### config.mk
export PLATFORM = sky130hd
export DESIGN_NAME = fb_reader
export DESIGN_NICKNAME = d
export VERILOG_FILES = /design/src/rtl/fb_reader.sv
export SDC_FILE = /design/constraint.sdc
export NUM_CORES = 1
export LEC_CHECK = 0
export BUFFER_PORTS_ARGS = -buffer_cell sky130_fd_sc_hd__buf_2
export CORE_MARGIN = 1
export CORE_UTILIZATION = 65
export DETAILED_ROUTE_END_ITERATION = 6
export PLACE_DENSITY = 0.84
export SYNTH_ARGS = -nofsm -noshare
export SYNTH_HDL_FRONTEND = slang
export SYNTH_SLANG_ARGS = --single-unit
### constraint.sdc
create_clock -name clk -period 7.54 [get_ports clk]
set_input_delay 0.377 -clock clk [delete_from_list [all_inputs] [get_ports clk]]
set_output_delay 0.377 -clock clk [all_outputs]
set_load 0.005 [all_outputs]
### src/rtl/fb_reader.sv
// Frame fetcher: pipelined, credit-limited byte reads from the framebuffer, streamed out in raster order.
// Optional `FB_READER_DBLBUF_EN adds buf_sel to pick FB_BASE1 per frame.
module fb_reader_fifo #(
  parameter int W     = 8,
  parameter int DEPTH = 16
) (
  input  logic                         clk,
  input  logic                         rst,
  input  logic                         push_i,
  input  logic [W-1:0]                 push_dat_i,
  input  logic                         pop_i,
  output logic                         vld_o,
  output logic [W-1:0]                 dat_o,
  output logic [$clog2(DEPTH+1)-1:0]   count_o
);
  localparam int AW = $clog2(DEPTH);
  localparam int CW = $clog2(DEPTH+1);

  logic [W-1:0]  mem_q [DEPTH];
  logic [AW-1:0] wr_ptr_q, rd_ptr_q;
  logic [CW-1:0] count_q;

  always_ff @(posedge clk) begin
    if (push_i) mem_q[wr_ptr_q] <= push_dat_i;
  end

  always_ff @(posedge clk or posedge rst) begin
    if (rst) begin
      wr_ptr_q <= '0;
      rd_ptr_q <= '0;
      count_q  <= '0;
    end else begin
      if (push_i) wr_ptr_q <= wr_ptr_q + 1'b1;
      if (pop_i)  rd_ptr_q <= rd_ptr_q + 1'b1;
      count_q <= count_q + CW'(push_i) - CW'(pop_i);
    end
  end

  assign vld_o   = (count_q != '0);
  // Head is gated so the data output reads 0 whenever nothing is held.
  assign dat_o   = vld_o ? mem_q[rd_ptr_q] : '0;
  assign count_o = count_q;
endmodule

module fb_reader #(
  parameter logic [31:0] FB_BASE    = 32'h0000_0000,
  parameter logic [31:0] FB_BASE1   = 32'h0004_B000,
  parameter int          H_RES      = 640,
  parameter int          V_RES      = 480,
  parameter int          FIFO_DEPTH = 16
) (
  input  logic        clk,
  input  logic        rst,
  input  logic        start,
  output logic        busy,
  output logic        frame_done,
  output logic [31:0] read_address,
  output logic        read_enable,
  input  logic        wait_request,
  input  logic [7:0]  read_data,
  input  logic        read_data_valid,
  output logic [7:0]  pix_data,
  output logic        pix_valid,
  input  logic        pix_ready,
  output logic        pix_sof
`ifdef FB_READER_DBLBUF_EN
  ,
  input  logic        buf_sel
`endif
);
  localparam int NPIX = H_RES * V_RES;
  localparam int IW   = $clog2(NPIX + 1);
  localparam int CW   = $clog2(FIFO_DEPTH + 1);
  localparam logic [IW-1:0] LAST_IDX = IW'(NPIX - 1);
  localparam logic [IW-1:0] NPIX_W   = IW'(NPIX);
  localparam logic [CW:0]   DEPTH_W  = (CW+1)'(FIFO_DEPTH);

  typedef enum logic [1:0] {S_IDLE, S_ISSUE, S_DRAIN} state_t;

  state_t        state_q;
  logic [31:0]   base_q, addr_q;
  logic [IW-1:0] issue_idx_q, cons_q;
  logic [CW-1:0] out_q;
  logic          busy_q, done_q, re_q;

  logic [31:0]   base_d;
  logic [IW-1:0] issue_idx_d;
  logic [CW-1:0] out_d, cnt_d, fifo_cnt;
  logic          accept, ret, pop, credit_ok, last_acc;

`ifdef FB_READER_DBLBUF_EN
  assign base_d = buf_sel ? FB_BASE1 : FB_BASE;
`else
  logic unused_base1;
  assign unused_base1 = ^FB_BASE1;
  assign base_d       = FB_BASE;
`endif

  assign accept      = re_q & ~wait_request;
  // Returns with nothing outstanding are leftovers from before a reset.
  assign ret         = read_data_valid & (out_q != '0);
  assign pop         = pix_valid & pix_ready;
  assign out_d       = out_q + CW'(accept) - CW'(ret);
  assign cnt_d       = fifo_cnt + CW'(ret) - CW'(pop);
  // Next-cycle occupancy counts every accepted read as an already-reserved FIFO slot.
  assign credit_ok   = ({1'b0, out_d} + {1'b0, cnt_d}) < DEPTH_W;
  assign issue_idx_d = issue_idx_q + IW'(accept);
  assign last_acc    = accept && (issue_idx_q == LAST_IDX);

  fb_reader_fifo #(.W(8), .DEPTH(FIFO_DEPTH)) u_fifo (
    .clk        (clk),
    .rst        (rst),
    .push_i     (ret),
    .push_dat_i (read_data),
    .pop_i      (pop),
    .vld_o      (pix_valid),
    .dat_o      (pix_data),
    .count_o    (fifo_cnt)
  );

  always_ff @(posedge clk or posedge rst) begin
    if (rst) begin
      state_q     <= S_IDLE;
      base_q      <= '0;
      addr_q      <= '0;
      issue_idx_q <= '0;
      cons_q      <= '0;
      out_q       <= '0;
      busy_q      <= 1'b0;
      done_q      <= 1'b0;
      re_q        <= 1'b0;
    end else begin
      out_q  <= out_d;
      done_q <= 1'b0;
      if (pop) cons_q <= cons_q + 1'b1;
      case (state_q)
        S_IDLE: begin
          if (start) begin
            base_q      <= base_d;
            issue_idx_q <= '0;
            cons_q      <= '0;
            busy_q      <= 1'b1;
            re_q        <= 1'b1;
            addr_q      <= base_d;
            state_q     <= S_ISSUE;
          end
        end
        S_ISSUE: begin
          issue_idx_q <= issue_idx_d;
          if (last_acc) begin
            re_q    <= 1'b0;
            state_q <= S_DRAIN;
          end else if (!(re_q && wait_request)) begin
            re_q   <= credit_ok;
            addr_q <= base_q + 32'(issue_idx_d);
          end
        end
        S_DRAIN: begin
          if (out_q == '0 && fifo_cnt == '0 && cons_q == NPIX_W) begin
            done_q  <= 1'b1;
            busy_q  <= 1'b0;
            state_q <= S_IDLE;
          end
        end
        default: state_q <= S_IDLE;
      endcase
    end
  end

  assign busy         = busy_q;
  assign frame_done   = done_q;
  assign read_enable  = re_q;
  assign read_address = addr_q;
  assign pix_sof      = pix_valid & (cons_q == '0);
endmodule

==> reports/qor_table.md, run 1 <==
| Quantity | This run | Unit |
|---|---|---|
| Most numerous cell types in the synthesized netlist | 128 x sky130_fd_sc_hd__edfxtp_1, 80 x sky130_fd_sc_hd__dfrtp_1, 41 x sky130_fd_sc_hd__nor2_1 | - |
| RSZ-0062 raised after global routing | no | - |
| Combinational Power Share | 33.5 | % |
| Worst EP required | 7960 | ps |
| Die outline area | 0.0148 | sq mm |
| Share of post-route cells with drive strength above 1 | 20.5 | % |
| Total detailed-routing wirelength | 19.7 | mm |
| Crit. End Element | flip-flop | - |
| Hold Violations, Final | 0 | - |
| IO Port Bufs | 45 | - |
| Number of buffers created by CTS | 21 | - |
| Leakage dissipation | 4.02 | nW |
| Routability congestion estimate from global placement | 0.886 | - |
| Switching Power | 1.28 | mW |
| Via/cell ratio | 6.43 | - |
| Multiplexer fraction of the synthesized cell area | 8.10 | % |
| Setup Buffers After CTS | 0 | - |
| Placed cell count | 851 | - |
| First-pass GRT wire length | 31.1 | mm |
| Fmax | 0.243 | GHz |
| Antenna violations before repair | 0 | - |
| Least-Margin Pin Slew | 1270 | ps |
| Sink Count | 208 | - |
| Type of origin of the critical path | flip-flop | - |
| Area growth syn-to-layout | 11.0 | % |
| Main flop type after synthesis | sky130_fd_sc_hd__edfxtp_1 | - |
| Total standard cell area after synthesis | 0.00932 | sq mm |
| Post-route standard cell area excluding fillers | 0.0103 | sq mm |
| Antenna diodes | 0 | - |
| Number of cells in the finished layout apart from fillers | 888 | - |
| IO Pins | 59 | - |
| Crit Path Max Fanout | 9 | - |
| Fraction of the mapped netlist area in simple logic gates | 9.72 | % |
| Highest ir drop seen on vdd | 0.219 | mV |
| Share of flip-flops with an asynchronous set or reset after synthesis | 38.5 | % |
| Share of Yosys cell area claimed by the top area cell type | 41.3 | % |
| CTS H-tree lvls | 1 | - |
| Floorplan row count | 43 | - |
| Final design utilization | 74.2 | % |
| Setup-failing EPs final | 0 | - |
| Net count reported at finish | 734 | - |
| 1st-pass router iterations | 5 | - |
| Post-synthesis compound-gate area fraction | 7.59 | % |
| Main area contributors after synthesis | sky130_fd_sc_hd__edfxtp_1 41%, sky130_fd_sc_hd__dfrtp_1 21%, sky130_fd_sc_hd__mux4_2 7.7%, sky130_fd_sc_hd__ha_1 3.2%, sky130_fd_sc_hd__xor2_1 2.6% | - |
| Part of the cycle the worst path needs | 54.7 | % |
| Outcome | completed | - |
| Source-to-sink clock delay at the later pin of the worst-skew pair | 490 | ps |
| Hold-fix buffers, CTS | 0 | - |
| Antenna violation net count after detailed routing | 0 | - |
| Total of max-cap violations | 0 | - |
| Clock-pin slew of the registers on the worst-case setup and hold paths | 60 | ps |
| DRC violation count after routing | 0 | - |
| Share of power burned in the clock network | 26.8 | % |
| Adder-cell area share of the yosys netlist | 3.65 | % |
| Warnings, synthesis | 0 | - |
| Mean instance size in the synthesized netlist | 14.4 | sq um |
| Count leader, synth | sky130_fd_sc_hd__edfxtp_1 | - |
| Clock period minus final worst setup slack | 4120 | ps |
| Power per cell area | 369 | mW/mm^2 |
| CTS tree | built | - |
| DR iter-0 viols | 575 | - |
| Sequential cell area fraction in the yosys report | 62.8 | % |
| Cell type with the largest total area after synthesis | sky130_fd_sc_hd__edfxtp_1 | - |
| Number of synthesized flops with an enable pin | 128 | - |
| Leftover overflow at the end of global routing | 0 | - |
| Xor/xnor cell area share of the yosys netlist | 4.61 | % |
| Main combinational cell family by area after synthesis | simple AND/OR/NAND/NOR gates | - |
| Routed wirelength normalized by instance count | 22.2 | um |
| Via Count | 5713 | - |
| Die height | 122 | um |
| Post-Route Skew | 6.22 | ps |
| Clock Root Buffer | sky130_fd_sc_hd__clkbuf_16 | - |
| Tightest Hold Check Type | in -> async | - |
| Maximum number of pins on one net before global-route repair | 81 | - |
| Count of different cell masters after synthesis | 58 | - |
| Cell Int Power | 2.54 | mW |
| Starting density of the core | 66.8 | % |
| Arrival time at the worst endpoint | 4540 | ps |
| Hpwl dp | 12.7 | mm |
| Std-Cell Core Area | 0.0139 | sq mm |
| Resized cells post-CTS | 0 | - |
| Type of the setup path with the least slack | reg -> reg | - |
| TNS Setup | 0 | ps |
| Rel. slew slack | 14.9 | % |
| Synthesized instance count | 646 | - |
| Number of buffers on the longest clock path | 3 | - |
| Proportion of power drawn by flip-flops and latches | 39.7 | % |
| Post-detailed-placement cell area | 0.00967 | sq mm |
| Horiz. Die Dim | 122 | um |
| Number of register bits inferred by synthesis | 208 | - |
| Vias in the first global route | 5726 | - |
| Number of max-slew violations in the final report | 0 | - |
| Filler Cell Count | 794 | - |
| Switching power as a share of total power | 33.5 | % |
| Gr usage total | 28.1 | % |
## per-layer routing
layer  vias to the layer above  wire (um)  GRT usage, %
li1                       2481          -             -
met1                      2868       7430          36.0
met2                       312      10100          48.8
met3                        52       1590          5.06
met4                         0        535          9.03
met5                         -          0             0
## cells by family (layout without fill, tap and decap cells)
| family | after synthesis | after routing |
|---|---|---|
| compound gates | 93 | 93 |
| xor+xnor | 49 | 49 |
| fa+ha+maj | 26 | 26 |
| buf+inv | 69 | 119 |
| flops | 208 | 208 |
| mux | 35 | 35 |
| other cells | 1 | 13 |
| simple gates | 165 | 165 |
## final timing paths
| path | start | to | slack (ps) | depth (start not counted) |
|---|---|---|---|---|
| worst min register to register | read_address[7] | read_address[7] | 500 | 1 |
| max in group asynchronous | rst | u_fifo.rd_ptr_q[0] | 6660 | 3 |
| worst max register to register | out_q[3] | read_enable | 3420 | 17 |
| worst max-delay path | out_q[3] | read_enable | 3420 | 17 |
| min in group clk | wait_request | read_enable | 260 | 3 |
| worst min-delay path | rst | read_address[11] | 200 | 3 |
## critical path, cell delays in order (launching register included)
cell                        delay, ps
sky130_fd_sc_hd__dfrtp_1          400
sky130_fd_sc_hd__inv_1            100
sky130_fd_sc_hd__ha_1             140
sky130_fd_sc_hd__or4b_4           460
sky130_fd_sc_hd__nand2_1          230
sky130_fd_sc_hd__clkinv_1         350
sky130_fd_sc_hd__ha_1             410
sky130_fd_sc_hd__inv_1             40
sky130_fd_sc_hd__ha_1             200
sky130_fd_sc_hd__fa_1             420
sky130_fd_sc_hd__a21oi_1          210
sky130_fd_sc_hd__nor2_1            60
sky130_fd_sc_hd__nor2_1           160
sky130_fd_sc_hd__xnor2_1          180
sky130_fd_sc_hd__ha_1             270
sky130_fd_sc_hd__nor3_1           190
sky130_fd_sc_hd__o2111ai_1        130
sky130_fd_sc_hd__nand3b_1         110
## metrics by stage
stage               total power, mW  hold WS, ps  setup slack (ps)
finish                         3.81          203              3420
global route                   3.99          269              3280
CTS                            3.81          231              3510
detailed placement             2.78          475              3600
global placement               2.69          469              3900
floorplan                      2.42          476              4150
## registers in the layout, summed over array words and instances (netlist names), 4 cells and up
| register | count |
|---|---|
| u_fifo.wr_ptr_q | 4 |
| u_fifo.mem_q | 128 |
| read_address | 19 |
| u_fifo.rd_ptr_q | 4 |
| issue_idx_q | 19 |
| cons_q | 19 |
| u_fifo.count_o | 5 |
| out_q | 5 |
## cell usage in the layout, fill, tap and decap left out, types with 8 or more instances in the layout
master	n
sky130_fd_sc_hd__and2_1	9
sky130_fd_sc_hd__nand4_1	11
sky130_fd_sc_hd__conb_1	13
sky130_fd_sc_hd__mux4_2	32
sky130_fd_sc_hd__nor4_1	8
sky130_fd_sc_hd__inv_1	22
sky130_fd_sc_hd__dfrtp_1	79
sky130_fd_sc_hd__a21oi_1	17
sky130_fd_sc_hd__nand3_1	19
sky130_fd_sc_hd__xor2_1	28
sky130_fd_sc_hd__nand2_1	35
sky130_fd_sc_hd__nor2_1	41
sky130_fd_sc_hd__clkbuf_16	21
sky130_fd_sc_hd__o21ai_0	23
sky130_fd_sc_hd__buf_2	45
sky130_fd_sc_hd__buf_4	12
sky130_fd_sc_hd__ha_1	24
sky130_fd_sc_hd__a22oi_1	16
sky130_fd_sc_hd__o2bb2ai_2	10
sky130_fd_sc_hd__xnor2_1	21
sky130_fd_sc_hd__edfxtp_1	128
sky130_fd_sc_hd__nor3_1	9
## layout make-up
type,count,area (sq um),area share [%]
Tap cell,180,225,2.18
Sequential cell,208,5850,56.5
Inverter,25,95.1,0.919
Clock buffer,23,533,5.15
Clock inverter,14,141,1.37
Multi-Input combinational cell,381,3190,30.8
Timing Repair Buffer,57,315,3.05
## power groups by stage
stage | registers, mW | clock network (mW) | logic [mW]
floorplan | 1.47 | 0 | 0.942
global placement | 1.51 | 0 | 1.18
detailed placement | 1.53 | 0 | 1.26
CTS | 1.51 | 1.03 | 1.27
global route | 1.53 | 1.07 | 1.39
finish | 1.51 | 1.02 | 1.28
No activity file was read; power rests on OpenSTA's default activity.
==> run 2: changes to the inputs <==
--- a/config.mk
+++ b/config.mk
@@ -7,9 +7,9 @@
 export LEC_CHECK = 0
 export BUFFER_PORTS_ARGS = -buffer_cell sky130_fd_sc_hd__buf_2
 export CORE_MARGIN = 1
-export CORE_UTILIZATION = 65
+export CORE_UTILIZATION = 61
 export DETAILED_ROUTE_END_ITERATION = 6
-export PLACE_DENSITY = 0.84
+export PLACE_DENSITY = 0.79
 export SYNTH_ARGS = -nofsm -noshare
 export SYNTH_HDL_FRONTEND = slang
 export SYNTH_SLANG_ARGS = --single-unit
==> constraint.sdc (replaced) <==
create_clock -name clk -period 4 [get_ports clk]
set_input_delay 0.2 -clock clk [delete_from_list [all_inputs] [get_ports clk]]
set_output_delay 0.2 -clock clk [all_outputs]
set_load 0.005 [all_outputs]
==> reports/qor_table.md, run 2 (synthesized netlist as in run 1, its figures left out) <==
| Quantity | This run | Unit |
|---|---|---|
| First-pass GRT wire length | 30.1 | mm |
| Gr usage total | 24.8 | % |
| Tightest Hold Check Type | in -> reg | - |
| CTS tree | built | - |
| Antenna violations before repair | 0 | - |
| Antenna diodes | 0 | - |
| Setup-failing EPs final | 0 | - |
| Part of the cycle the worst path needs | 88.0 | % |
| Maximum number of pins on one net before global-route repair | 44 | - |
| DRC violation count after routing | 7 | - |
| Sink Count | 208 | - |
| Routed wirelength normalized by instance count | 20.7 | um |
| Post-detailed-placement cell area | 0.00970 | sq mm |
| Type of origin of the critical path | flip-flop | - |
| Clock Root Buffer | sky130_fd_sc_hd__clkbuf_16 | - |
| Hold Violations, Final | 0 | - |
| Least-Margin Pin Slew | 1020 | ps |
| Largest register by flop count | u_fifo.mem_q | - |
| Startpoint of the most critical hold path | wait_request | - |
| Clock period minus final worst setup slack | 3520 | ps |
| RSZ-0062 raised after global routing | no | - |
| Post-route standard cell area excluding fillers | 0.0104 | sq mm |
| Slack of the critical path | 479 | ps |
| Number of buffers on the longest clock path | 3 | - |
| Area growth syn-to-layout | 12.0 | % |
| Arrival time at the worst endpoint | 3950 | ps |
| Total detailed-routing wirelength | 18.7 | mm |
| Number of max-slew violations in the final report | 0 | - |
| Worst Setup Slack post-DPL | 468 | ps |
| Hpwl dp | 12.3 | mm |
| Via/cell ratio | 6.12 | - |
| CTS H-tree lvls | 1 | - |
| Worst EP required | 4420 | ps |
| IO Pins | 59 | - |
| Leading cell type in the layout, fill and taps excluded | sky130_fd_sc_hd__edfxtp_1 | - |
| Die height | 126 | um |
| IO Port Bufs | 45 | - |
| Crit. End Element | flip-flop | - |
| Fmax | 0.284 | GHz |
| Std-Cell Core Area | 0.0147 | sq mm |
| Starting density of the core | 63.4 | % |
| DR iter-0 viols | 512 | - |
| Total of max-cap violations | 0 | - |
| Most frequent cells in the layout | 128 x sky130_fd_sc_hd__edfxtp_1, 79 x sky130_fd_sc_hd__dfrtp_1, 45 x sky130_fd_sc_hd__buf_2 | - |
| Post-Route Skew | 10.8 | ps |
| CP Launch Point | out_q[2] | - |
| Power per cell area | 689 | mW/mm^2 |
| Source-to-sink clock delay at the later pin of the worst-skew pair | 490 | ps |
| Clock-pin slew of the registers on the worst-case setup and hold paths | 60 | ps |
| Net count reported at finish | 740 | - |
| 1st-pass router iterations | 7 | - |
| Type of the setup path with the least slack | reg -> reg | - |
| Worst Hold Slack | 42.8 | ps |
| TNS Setup | 0 | ps |
| Leakage dissipation | 4.08 | nW |
| Outcome | finished, violations left | - |
| Highest ir drop seen on vdd | 0.691 | mV |
| Crit Path Max Fanout | 6 | - |
| Resized cells post-CTS | 0 | - |
| Number of buffers created by CTS | 22 | - |
| Floorplan row count | 44 | - |
| Flip-flop count of the largest register, all copies and words added | 128 | - |
| Rel. slew slack | 32.1 | % |
| Via Count | 5509 | - |
| Worst reg2reg path startpoint | out_q[2] | - |
| Vias in the first global route | 5725 | - |
| Antenna violation net count after detailed routing | 0 | - |
| Die outline area | 0.0158 | sq mm |
| Violations in the final reports | DRC | - |
| Share of post-route cells with drive strength above 1 | 21.5 | % |
| Routability congestion estimate from global placement | 0.826 | - |
| Horiz. Die Dim | 126 | um |
| Leftover overflow at the end of global routing | 0 | - |
| Total power | 7.18 | mW |
run 2: path summary, 6_finish.rpt:
check                      cells past startpoint                to  slack [ps]
hold / removal                                 3       read_enable          40
setup reg to reg                              17       read_enable         480
hold reg to reg                                1   read_address[8]         490
min in group asynchronous                      3  read_address[11]         390
setup / recovery                              17       read_enable         480
max in group asynchronous                      4          out_q[1]        2640
run 2: layout make-up:
type	instances	area (sq um)
Clock inverter	9	72.6
Timing Repair Buffer	62	355
Sequential cell	208	5850
Fill cell	912	4270
Multi-Input combinational cell	381	3190
Inverter	25	95.1
Tap cell	184	230
Clock buffer	31	646
run 2: what timing repair did:
action                                  CTS  global route
endpoints found under the setup margin    0             0
setup buffers                             0             0
hold endpoints to repair                 42             0
hold buffers                              1             0
run 2: stage by stage:
step	utilization, %	cells
after floorplan	-	658
after global placement	66.0	859
after detailed placement	66.0	859
after CTS	71.0	900
after global routing	71.0	900
final	71.0	900
run 2: metal layers:
layer / track usage [%] / share of wire, % / vias to the layer above
met2: 43.4 / 52 / 185
li1: - / - / 2492
met3: 3.25 / 5.2 / 26
met1: 32.7 / 41 / 2806
met4: 7.39 / 1.8 / 0
met5: 0 / 0 / -
run 2: power by group:
part / internal [mW] / switching [mW] / leakage (nW) / total [mW]
registers: 2.60 / 0.287 / 2.21 / 2.89
logic: 1.04 / 1.29 / 1.51 / 2.33
clock network: 1.19 / 0.779 / 0.360 / 1.97
total: 4.83 / 2.36 / 4.08 / 7.18
run 2: critical path: stages, from the launching register on:
cell and delay (ps):
sky130_fd_sc_hd__dfrtp_1 380, sky130_fd_sc_hd__inv_1 90, sky130_fd_sc_hd__ha_1 140, sky130_fd_sc_hd__or4b_4 460
sky130_fd_sc_hd__nand2_1 200, sky130_fd_sc_hd__clkinv_1 120, sky130_fd_sc_hd__ha_1 290, sky130_fd_sc_hd__inv_1 40
sky130_fd_sc_hd__ha_1 200, sky130_fd_sc_hd__fa_1 410, sky130_fd_sc_hd__a21oi_1 140, sky130_fd_sc_hd__nor2_1 50
sky130_fd_sc_hd__nor2_1 110, sky130_fd_sc_hd__xnor2_1 160, sky130_fd_sc_hd__ha_1 270, sky130_fd_sc_hd__nor3_1 180
sky130_fd_sc_hd__o2111ai_1 120, sky130_fd_sc_hd__nand3b_1 110
